**config.mk**
```make
export PLATFORM = sky130hd
export DESIGN_NAME = qspi_xfer_seq
export DESIGN_NICKNAME = d
export VERILOG_FILES = /design/src/rtl/qspi_seq_pkg.sv /design/src/rtl/qspi_phase_sel.sv /design/src/rtl/qspi_xfer_seq.sv
export SDC_FILE = /design/constraint.sdc
export NUM_CORES = 1
export LEC_CHECK = 0
export ABC_AREA = 1
export BUFFER_PORTS_ARGS = -buffer_cell sky130_fd_sc_hd__clkbuf_2
export CAP_MARGIN = 10
export CORE_MARGIN = 4
export CORE_UTILIZATION = 50
export CTS_BUF_LIST = sky130_fd_sc_hd__clkbuf_4 sky130_fd_sc_hd__clkbuf_8
export CTS_CLUSTER_DIAMETER = 100
export DETAILED_ROUTE_END_ITERATION = 10
export GPL_TIMING_DRIVEN = 0
export PLACE_DENSITY_LB_ADDON = 0.05
export SYNTH_ARGS = -nofsm -noshare
export SYNTH_HDL_FRONTEND = slang
export SYNTH_SLANG_ARGS = --single-unit
export TNS_END_PERCENT = 5
```
**constraint.sdc**
```tcl
create_clock -name clk -period 3.58 [get_ports clk]
set_input_delay 0.179 -clock clk [delete_from_list [all_inputs] [get_ports clk]]
set_output_delay 0.179 -clock clk [all_outputs]
set_load 0.02 [all_outputs]
```
**src/rtl/qspi_seq_pkg.sv**
```systemverilog
// Shared types, timing constants and helpers for the QSPI transaction sequencer.
package qspi_seq_pkg;

  localparam int unsigned DATA_W   = 32;
  localparam int unsigned CNT_W    = 5;
  localparam int unsigned CS_SETUP = 2;
  localparam int unsigned CS_HOLD  = 2;
  localparam int unsigned CS_GAP   = 4;
  localparam int unsigned TMR_W    = 3;

  localparam logic [1:0] MODE_SPI  = 2'b00;
  localparam logic [1:0] MODE_DUAL = 2'b01;
  localparam logic [1:0] MODE_QUAD = 2'b10;

  typedef enum logic [1:0] {
    PH_CMD,
    PH_ADDR,
    PH_DUMMY,
    PH_DATA
  } phase_e;

  typedef enum logic [2:0] {
    ST_IDLE,
    ST_SETUP,
    ST_RUN,
    ST_DRAIN,
    ST_HOLD,
    ST_GAP
  } state_e;

  // Latched copy of one bus-side transaction request.
  typedef struct packed {
    logic [7:0]        cmd;
    logic [1:0]        cmd_mode;
    logic [DATA_W-1:0] addr;
    logic [2:0]        addr_bytes;
    logic [1:0]        addr_mode;
    logic [4:0]        dummy;
    logic [2:0]        data_bytes;
    logic [1:0]        data_mode;
    logic              read;
    logic [DATA_W-1:0] wdata;
  } xfer_req_t;

  // Fields presented to the shift kernel for one operation.
  typedef struct packed {
    logic [DATA_W-1:0] data;
    logic [CNT_W-1:0]  cycle_cnt;
    logic [1:0]        mode;
    logic              read;
  } kop_t;

  // Any mode with bit 1 set is quad; the kernel only understands 00/01/10.
  function automatic logic [1:0] norm_mode(input logic [1:0] m);
    if (m[1]) return MODE_QUAD;
    return m;
  endfunction

  // Kernel cycle count: a first op from idle counts bits, chained ops count SCLKs.
  function automatic logic [CNT_W-1:0] cyc_cnt(input logic [5:0] bits,
                                               input logic [1:0] mode,
                                               input logic       first);
    logic [5:0] sclk;
    if (first)        sclk = bits;
    else if (mode[1]) sclk = bits >> 2;
    else if (mode[0]) sclk = bits >> 1;
    else              sclk = bits;
    return CNT_W'(sclk - 6'd1);
  endfunction

endpackage

```
**src/rtl/qspi_phase_sel.sv**
```systemverilog
// Phase skip/next logic and per-phase kernel field formatting.
module qspi_phase_sel
  import qspi_seq_pkg::*;
(
  input  xfer_req_t         req,
  input  phase_e            cur_phase,
  input  phase_e            fmt_phase,
  output phase_e            next_phase,
  output logic              is_last,
  output kop_t              op,
  output logic [DATA_W-1:0] rdata_mask
);

  logic [2:0] addr_bytes;
  logic [2:0] data_bytes;
  logic       has_addr;
  logic       has_dummy;
  logic       has_data;
  logic [5:0] addr_bits;
  logic [5:0] data_bits;
  logic [5:0] addr_shift;
  logic [5:0] data_shift;
  logic [1:0] mode;

  // Normalise byte counts: illegal address widths mean no address, data clamps at 4.
  always_comb begin
    addr_bytes = ((req.addr_bytes == 3'd3) || (req.addr_bytes == 3'd4)) ? req.addr_bytes : 3'd0;
    data_bytes = (req.data_bytes > 3'd4) ? 3'd4 : req.data_bytes;
    has_addr   = (addr_bytes != 3'd0);
    has_dummy  = (req.dummy != 5'd0);
    has_data   = (data_bytes != 3'd0);
    addr_bits  = 6'(addr_bytes) << 3;
    data_bits  = 6'(data_bytes) << 3;
    addr_shift = 6'd32 - addr_bits;
    data_shift = 6'd32 - data_bits;
  end

  // First enabled phase after the current one; none left means current is last.
  always_comb begin
    next_phase = cur_phase;
    is_last    = 1'b1;
    case (cur_phase)
      PH_CMD: begin
        if (has_addr) begin
          next_phase = PH_ADDR;
          is_last    = 1'b0;
        end else if (has_dummy) begin
          next_phase = PH_DUMMY;
          is_last    = 1'b0;
        end else if (has_data) begin
          next_phase = PH_DATA;
          is_last    = 1'b0;
        end
      end
      PH_ADDR: begin
        if (has_dummy) begin
          next_phase = PH_DUMMY;
          is_last    = 1'b0;
        end else if (has_data) begin
          next_phase = PH_DATA;
          is_last    = 1'b0;
        end
      end
      PH_DUMMY: begin
        if (has_data) begin
          next_phase = PH_DATA;
          is_last    = 1'b0;
        end
      end
      default: begin
        next_phase = cur_phase;
        is_last    = 1'b1;
      end
    endcase
  end

  // Kernel fields for the phase about to be presented, plus the read-data mask.
  always_comb begin
    op   = '0;
    mode = MODE_SPI;
    case (fmt_phase)
      PH_CMD: begin
        mode         = norm_mode(req.cmd_mode);
        op.data      = {req.cmd, 24'h0};
        op.mode      = mode;
        op.cycle_cnt = cyc_cnt(6'd8, mode, 1'b1);
        op.read      = 1'b0;
      end
      PH_ADDR: begin
        mode         = norm_mode(req.addr_mode);
        op.data      = req.addr << addr_shift;
        op.mode      = mode;
        op.cycle_cnt = cyc_cnt(addr_bits, mode, 1'b0);
        op.read      = 1'b0;
      end
      PH_DUMMY: begin
        op.data      = '0;
        op.mode      = MODE_SPI;
        op.cycle_cnt = cyc_cnt(6'(req.dummy), MODE_SPI, 1'b0);
        op.read      = 1'b1;
      end
      default: begin
        mode         = norm_mode(req.data_mode);
        op.data      = req.wdata << data_shift;
        op.mode      = mode;
        op.cycle_cnt = cyc_cnt(data_bits, mode, 1'b0);
        op.read      = req.read;
      end
    endcase
    rdata_mask = (req.read && has_data) ? (32'hFFFF_FFFF >> data_shift) : '0;
  end

endmodule

```
**src/rtl/qspi_xfer_seq.sv**
```systemverilog
// QSPI transaction sequencer: chip-select framing and kernel op chaining.
module qspi_xfer_seq
  import qspi_seq_pkg::*;
(
  input  logic              clk,
  input  logic              rst_ni,
  input  logic              req_valid,
  output logic              req_ready,
  input  logic [7:0]        req_cmd,
  input  logic [1:0]        req_cmd_mode,
  input  logic [DATA_W-1:0] req_addr,
  input  logic [2:0]        req_addr_bytes,
  input  logic [1:0]        req_addr_mode,
  input  logic [4:0]        req_dummy,
  input  logic [2:0]        req_data_bytes,
  input  logic [1:0]        req_data_mode,
  input  logic              req_read,
  input  logic [DATA_W-1:0] req_wdata,
  output logic              rsp_valid,
  output logic [DATA_W-1:0] rsp_rdata,
  output logic              busy,
  output logic              cs_n,
  output logic [DATA_W-1:0] k_data_input,
  output logic [CNT_W-1:0]  k_cycle_cnt,
  output logic [1:0]        k_mode_sel,
  output logic              k_op_read,
  output logic              k_op_valid,
  input  logic              k_load_flag,
  input  logic              k_op_end,
  input  logic [DATA_W-1:0] k_data_out,
  input  logic              k_dataout_valid
);

  localparam logic [TMR_W-1:0] SETUP_LAST = TMR_W'(CS_SETUP - 1);
  localparam logic [TMR_W-1:0] HOLD_LAST  = TMR_W'(CS_HOLD - 1);
  // The IDLE handshake cycle is the final high cycle of the gap.
  localparam logic [TMR_W-1:0] GAP_LAST   = TMR_W'(CS_GAP - 2);

  state_e            state_q, state_d;
  phase_e            phase_q, phase_d;
  phase_e            next_phase;
  xfer_req_t         req_q, req_d;
  logic [TMR_W-1:0]  tmr_q, tmr_d;
  kop_t              kop_q, kop_d;
  kop_t              op;
  logic              is_last;
  logic [DATA_W-1:0] rdata_mask;
  logic              req_ready_d;
  logic              rsp_valid_d;
  logic [DATA_W-1:0] rsp_rdata_d;
  logic              busy_d;
  logic              cs_n_d;
  logic              k_op_valid_d;

  qspi_phase_sel u_phase_sel (
    .req        (req_q),
    .cur_phase  (phase_q),
    .fmt_phase  (phase_d),
    .next_phase (next_phase),
    .is_last    (is_last),
    .op         (op),
    .rdata_mask (rdata_mask)
  );

  // Phase register advance: restart at CMD when idle, step on each kernel capture.
  always_comb begin
    phase_d = phase_q;
    if (state_q == ST_IDLE) begin
      phase_d = PH_CMD;
    end else if ((state_q == ST_RUN) && k_load_flag && !is_last) begin
      phase_d = next_phase;
    end
  end

  // Next-state and next-output logic.
  always_comb begin
    state_d      = state_q;
    req_d        = req_q;
    tmr_d        = tmr_q;
    kop_d        = kop_q;
    cs_n_d       = cs_n;
    k_op_valid_d = k_op_valid;
    rsp_valid_d  = 1'b0;
    rsp_rdata_d  = rsp_rdata;
    case (state_q)
      ST_IDLE: begin
        if (req_valid && req_ready) begin
          req_d.cmd        = req_cmd;
          req_d.cmd_mode   = req_cmd_mode;
          req_d.addr       = req_addr;
          req_d.addr_bytes = req_addr_bytes;
          req_d.addr_mode  = req_addr_mode;
          req_d.dummy      = req_dummy;
          req_d.data_bytes = req_data_bytes;
          req_d.data_mode  = req_data_mode;
          req_d.read       = req_read;
          req_d.wdata      = req_wdata;
          tmr_d            = '0;
          cs_n_d           = 1'b0;
          state_d          = ST_SETUP;
        end
      end
      ST_SETUP: begin
        // The command op starts a fresh chain, so the kernel must be idle first.
        if ((tmr_q == SETUP_LAST) && k_op_end) begin
          tmr_d        = '0;
          k_op_valid_d = 1'b1;
          state_d      = ST_RUN;
        end else if (tmr_q != SETUP_LAST) begin
          tmr_d = tmr_q + TMR_W'(1);
        end
      end
      ST_RUN: begin
        if (k_load_flag && is_last) begin
          k_op_valid_d = 1'b0;
          state_d      = ST_DRAIN;
        end
      end
      ST_DRAIN: begin
        if (k_dataout_valid) begin
          rsp_rdata_d = k_data_out & rdata_mask;
          tmr_d       = '0;
          state_d     = ST_HOLD;
        end
      end
      ST_HOLD: begin
        if (tmr_q == HOLD_LAST) begin
          tmr_d       = '0;
          cs_n_d      = 1'b1;
          rsp_valid_d = 1'b1;
          state_d     = ST_GAP;
        end else begin
          tmr_d = tmr_q + TMR_W'(1);
        end
      end
      ST_GAP: begin
        if (tmr_q == GAP_LAST) begin
          tmr_d   = '0;
          state_d = ST_IDLE;
        end else begin
          tmr_d = tmr_q + TMR_W'(1);
        end
      end
      default: begin
        state_d      = ST_IDLE;
        cs_n_d       = 1'b1;
        k_op_valid_d = 1'b0;
      end
    endcase
    if (state_d == ST_RUN) kop_d = op;
    req_ready_d = (state_d == ST_IDLE);
    busy_d      = (state_d != ST_IDLE);
  end

  // State and registered outputs.
  always_ff @(posedge clk or negedge rst_ni) begin
    if (!rst_ni) begin
      state_q    <= ST_IDLE;
      phase_q    <= PH_CMD;
      req_q      <= '0;
      tmr_q      <= '0;
      kop_q      <= '0;
      req_ready  <= 1'b0;
      rsp_valid  <= 1'b0;
      rsp_rdata  <= '0;
      busy       <= 1'b0;
      cs_n       <= 1'b1;
      k_op_valid <= 1'b0;
    end else begin
      state_q    <= state_d;
      phase_q    <= phase_d;
      req_q      <= req_d;
      tmr_q      <= tmr_d;
      kop_q      <= kop_d;
      req_ready  <= req_ready_d;
      rsp_valid  <= rsp_valid_d;
      rsp_rdata  <= rsp_rdata_d;
      busy       <= busy_d;
      cs_n       <= cs_n_d;
      k_op_valid <= k_op_valid_d;
    end
  end

  assign k_data_input = kop_q.data;
  assign k_cycle_cnt  = kop_q.cycle_cnt;
  assign k_mode_sel   = kop_q.mode;
  assign k_op_read    = kop_q.read;

endmodule

```
# --- Word-level counts from Yosys, hierarchy flattened ---
# Cells that the tools add are included.
op_classes:
  shift: 3
  add_sub_neg: 7
  n_lt_le_gt_ge: 1
  bitwise: 3
  n_eq_ne: 21
  reduce_logical: 25
  mux: 58
ops:
  columns: ["operator", "n"]
  rows:
  - ["40-bit one-hot mux with 3 select lines", 1]
  - ["32-bit by 6-bit << shifter with 32-bit output", 2]
  - ["3-bit 2-to-1 mux", 14]
  - ["5-bit 2-to-1 mux", 8]
  - ["32-bit bitwise AND", 1]
  - ["32-bit 2-to-1 mux", 1]
  - ["32-bit by 6-bit >> shifter with 32-bit output, first input constant", 1]
  - ["2-bit 2-to-1 mux", 13]
  - ["5-bit by 1-bit subtractor with 5-bit output, second input constant", 4]
  - ["3-bit one-hot mux with 6 select lines", 1]
  - ["3-bit by 2-bit equality test with 1-bit output, second input constant", 5]
  - ["1-bit 2-to-1 mux", 15]
  - ["3-bit one-hot mux with 5 select lines", 1]
  - ["6-bit subtractor, first input constant", 2]
  - ["5-bit nonzero test", 2]
  - ["3-bit equality test, second input constant", 3]
  - ["1-bit one-hot mux with 3 select lines", 3]
  - ["3-bit nonzero test", 3]
  - ["4-bit OR reduction", 2]
  - ["3-bit by 1-bit equality test with 1-bit output, second input constant", 2]
  - ["1-bit logical AND", 6]
  - ["3-bit zero test", 2]
  - ["2-bit inequality test, second input constant", 3]
  - ["2-bit one-hot mux with 3 select lines", 1]
  - ["other kinds (15)", 22]
totals:
  wordCells: 141
  reg_bits: 175
  input_bits: 128

# --- Depth between registers and ports, before layout ---
logic_depth:
  depth_word: 21
  ltp_mapped: 28

# --- By module ---
# From an unflattened synthesis, not the netlist that was laid out.
unflattened:
  cells_unflattened: 1235
  hier_area_um2: 9335.2
by_module_without_submodules:
  columns: ["mod", "n_inst", "seq_area_each_um2", "cells_per_inst", "area_per_inst_um2"]
  rows:
  - ["qspi_xfer_seq", 1, 4380.5, 810, 7100.6]
  - ["qspi_phase_sel", 1, 0.0, 425, 2234.6]

# --- Worst setup path after synthesis ---
# No wires, ideal clock.
synth_timing:
  path_kind: "reg2reg"
  start: "reg req_q[47] (netlist name)"
  end: "reg kop_q (netlist bit k_cycle_cnt[4])"
  setup_ns: 0.117
  synth_period_minus_slack_ns: 3.478
  path_slack_ns: 0.102
  required_ns: 3.463
  path_buffers: 2
  arrival_ns: 3.361
  stages_incl_launch_ff: 28
  path_cell_list: "dfrtp_1 inv_1 nand3_1 buf_2 clkbuf_1 ha_1 ha_1 nor2_1 nand2_1 nand3_1 nand2_1 nand2_1 nand2_1 nand2_1 nand2_1 nor2_1 inv_1 ha_1 inv_1 a21oi_1 o21ai_0 nand2_1 ha_1 inv_1 a21oi_1 nand3_1 nand3_1 nand2_1"
synth_between:
  elab_chain_cells: 12
  elab_cells_between_ends: 25
  cone_classes: "add/sub: 1; eq/ne: 5; mux: 13; reduce/logical: 6"
synth_rtl:
  columns: ["element", "line", "source"]
  rows:
  - ["start, declared", "qspi_xfer_seq.sv:42", "xfer_req_t req_q, req_d;"]
  - ["start signal, assigned", "qspi_xfer_seq.sv:172", "req_q <= req_d;"]
  - ["3-bit by 2-bit equality test with 1-bit output or 3-bit equality test (tied branches)", "qspi_phase_sel.sv:27", "addr_bytes = ((req.addr_bytes == 3'd3) || (req.addr_bytes == 3'd4)) ? req.addr_bytes : 3'd0;"]
  - ["1-bit logical OR", "qspi_phase_sel.sv:27", null]
  - ["3-bit 2-to-1 mux (*)", "qspi_phase_sel.sv:27", null]
  - ["3-bit nonzero test (*)", "qspi_phase_sel.sv:29", "has_addr = (addr_bytes != 3'd0);"]
  - ["1-bit 2-to-1 mux", "qspi_phase_sel.sv:44", "if (has_addr) begin"]
  - ["1-bit one-hot mux with 3 select lines", "qspi_phase_sel.sv:42", "case (cur_phase)"]
  - ["1-bit zero test", "qspi_xfer_seq.sv:70", "end else if ((state_q == ST_RUN) && k_load_flag && !is_last) begin"]
  - ["1-bit logical AND", "qspi_xfer_seq.sv:70", null]
  - ["2-bit 2-to-1 mux (*)", "qspi_xfer_seq.sv:70", null]
  - ["2-bit 2-to-1 mux (*)", "qspi_xfer_seq.sv:68", "if (state_q == ST_IDLE) begin"]
  - ["named net phase_d[0]", "qspi_xfer_seq.sv:40", "phase_e phase_q, phase_d;"]
  - ["2-bit equality test (tied with other cells)", null, null]
  - ["40-bit one-hot mux with 3 select lines (*)", "qspi_phase_sel.sv:81", "case (fmt_phase)"]
  - ["end signal, assigned", "qspi_xfer_seq.sv:174", "kop_q <= kop_d;"]
  - ["end, declared", "qspi_xfer_seq.sv:44", "kop_t kop_q, kop_d;"]
# The timed path passes the listed nets; every way through them passes the cells marked *. The select of a mux whose other input is x is not followed.
# A chain may end at the register's enable or synchronous reset.

# --- Worst setup path after layout ---
layout_timing:
  start: "reg req_q[47] (netlist name)"
  end: "reg kop_q (netlist bit k_data_input[24])"
# Same word-level chain as after synthesis.

==> results.toml <==
[die]
dieArea_mm2 = 0.0194
dieWidth_um = 139
initial_core_util_pct = 51.4
dieHeight_um = 139
num_io_pins = 205
row_count = 47
coreArea_mm2 = 0.0168

[place]
portBuffers = 204
dpl.cell_count = 1553
hpwl_um = 19800
placed_area_mm2 = 0.00995
gp_congestion = 0.988

[setup_path]
r2r_end = "k_data_input[24]"
critPathKind = "reg -> reg"
crit_path_max_incr_delay_ns = 0.41
r2r_start = "req_q[47]"
reg2reg_depth = 25
worst_ep_required_time_ns = 3.94
critPathCaptureType = "flop"
crit_path_top_delay_cell = "dfrtp_1"
cp.arrival_ns = 3.79
cp_common_cell = "nand2_1"
r2r_slack_ns = 0.15
cp_max_fo = 8
worstSetupStartpointType = "flop"

[clocking]
cts-root-buf = "clkbuf_8"
cts_tree = "done"
clk_pin_slew_worst_paths_ns = 0.09
cts_buffer_depth = 2
cts_num_sinks = 175
clock_latency_ns = 0.48
h-tree-depth = 4
cts_made_buffers = 17

[cells_and_area]
fin_nets = 1626
stdcell_count = 1719
areaGrowthSynthToFinish_pct = 37.7
drive_above_1_share_pct = 21.3
n_fill_cell = 1392
diodes = 0
final_cell_area_mm2 = 0.0119

[outcome]
outcome = "completed"

[power]
powerDensity_mw_per_mm2 = 756
combPwrFrac_pct = 46.2
switching_share_pct = 45.2
p_int_mw = 4.92
peakVddDrop_mv = 0.364
p_leak_nw = 6.24
pwr-share-clk_pct = 17.1
switching_power_mw = 4.05
pwr-share-seq_pct = 36.7

[logic_synthesis]
synth-edff-count = 0
syn_nets = 1268
yosysSeqAreaShare_pct = 50.8
yosys.area.top_type = "dfrtp_1"
avgSynthCellArea_um2 = 7.64
synth-seq-cells = 175
yosysWarningCount = 0
synth_top_area_share_pct = 50.5
synth_top_cells_by_count = "475 x nand2_1, 174 x dfrtp_1, 123 x o21ai_0"
synth_most_common_cell = "nand2_1"
async_flop_share_pct = 100
netlist_instances = 1128
synth_cell_types = 34
synth_flop_cell = "dfrtp_1"
ys_top_cells_by_area = "dfrtp_1 51%, nand2_1 21%, o21ai_0 7.1%"
netlist_area_mm2 = 0.00861

[sta]
maxSlewViolCount = 0
fin_crit_ns = 3.43
whs_ns = 0.136
finalSetupViolCount = 0
rsz0062_at_grt = "true"
finClkSkew_ns = 0.0126
fin_crit_sh_pct = 95.7
fmax_ghz = 0.292
hold_viol = 0
slew-limit-headroom_pct = 32.5
fin_setup_tns_ns = 0
tightest_slew_ns = 1.00

[route]
postRouteAntennaNets = 0
post_drt_wl_per_cell_um = 16.4
route.detailed.drc = 0
viasPerCell = 5.20
drt_iter0_drc = 686
firstDrtPassIters = 7
route.vias.total = 8943
finalWirelength_um = 28200

[global_routing]
grt_max_degree = 91
grt.total_usage_pct = 29.0
grt_pass1_vias = 8686
grt_pass1_wl_um = 44700
gr-total-overflow = 0
antenna_found_initial = 0

[hold_path]
worst_hold_path.endpoint = "state_q[2]"
min_from = "k_dataout_valid"
hp-class = "in -> reg"
min_path_cells = 3

[flow_run]
drv_cap = 0
## cell usage in the layout, fill, tap and decap left out, drive strengths merged
cell type,count
a211oi,1
a21oi,18
a22oi,1
a31oi,1
buf,44
bufinv,3
clkbuf,241
clkinv,2
clkinvlp,3
dfrtp,174
dfstp,1
dlygate4sd3,124
ha,12
inv,114
nand2,475
nand3,65
nand3b,1
nand4,10
nor2,39
nor3,5
o2111a,1
o2111ai,7
o211ai,17
o21ai,130
o221ai,1
o22a,1
o31ai,8
## area by class of cell
cell class / count / area [µm²] / area share [%]
multi-input combinational: 793 / 3690 / 31.1
buffer: 50 / 279 / 2.35
sequential: 175 / 4380 / 36.9
inverter: 108 / 412 / 3.47
timing repair buffer: 341 / 2390 / 20.1
tap: 220 / 275 / 2.32
clock buffer: 18 / 248 / 2.09
clock inverter: 14 / 191 / 1.61
## flip-flops by register name, indices dropped and copies added (netlist names)
register / flops
req_q: 90
k_data_input: 32
rsp_rdata: 32
k_cycle_cnt: 5
state_q: 3
tmr_q: 3
k_mode_sel: 2
phase_q: 2
busy: 1
cs_n: 1
k_op_read: 1
k_op_valid: 1
req_ready: 1
rsp_valid: 1
## layer usage
layer	routed length [µm]	track usage, %	share of wire (%)
met1	12000	38.6	42
met2	13100	46.4	47
met3	1720	5.08	6.1
met4	1360	13.6	4.8
met5	0	0	0
## worst max path at each step
stage               startpoint  cells past startpoint                to
floorplan            req_q[47]                     27    k_cycle_cnt[4]
global placement        rst_ni                      1         req_q[18]
detailed placement   req_q[47]                     24  k_data_input[27]
CTS                  req_q[37]                     24  k_data_input[22]
global route         req_q[47]                     26    k_cycle_cnt[4]
finish               req_q[47]                     25  k_data_input[24]
## logic make-up (layout without fill, tap and decap cells)
kind of cell,count (synthesis),after routing,synth area share [%]
AO/OA/AOI/OAI,186,186,12.1
buffers and inverters,160,531,7.68
flip-flops,175,175,50.8
adder cells (fa/ha/maj),12,12,1.74
AND/OR/NAND/NOR,595,595,27.7
## worst max-delay path: cells and delay by family (launching register included)
family	cells	cell delay [ns]
fa+ha+maj	3	0.55
buf+inv	6	0.76
simple gates	13	1.20
compound gates	3	0.38
flops	1	0.41
## stage by stage
stage / setup slack (ns) / util [%] / total power [mW]
after floorplan: 0.102 / - / 5.81
after global placement: -0.900 / 59.1 / 7.01
after detailed placement: -0.644 / 59.4 / 7.09
after CTS: 0.00204 / 69.9 / 8.79
after global routing: -0.0697 / 70.8 / 9.65
final: 0.154 / 70.8 / 8.97
## power by group through the flow
stage / clock network (mW) / logic [mW] / registers, mW
5_1_grt: 1.63 / 4.65 / 3.37
3_5_place_dp: 0 / 3.80 / 3.29
6_report: 1.53 / 4.15 / 3.30
4_1_cts: 1.56 / 3.96 / 3.27
3_3_place_gp: 0 / 3.72 / 3.28
2_1_floorplan: 0 / 2.35 / 3.47
## repair_timing
item,CTS,global route
hold endpoints to repair,208,0
cloned,0,0
endpoints found under the setup margin,39,37
buffers inserted,4,8
resized for setup,19,31
hold buffers,124,0
pin swaps,2,7
Power figures use the tool's default switching activity.
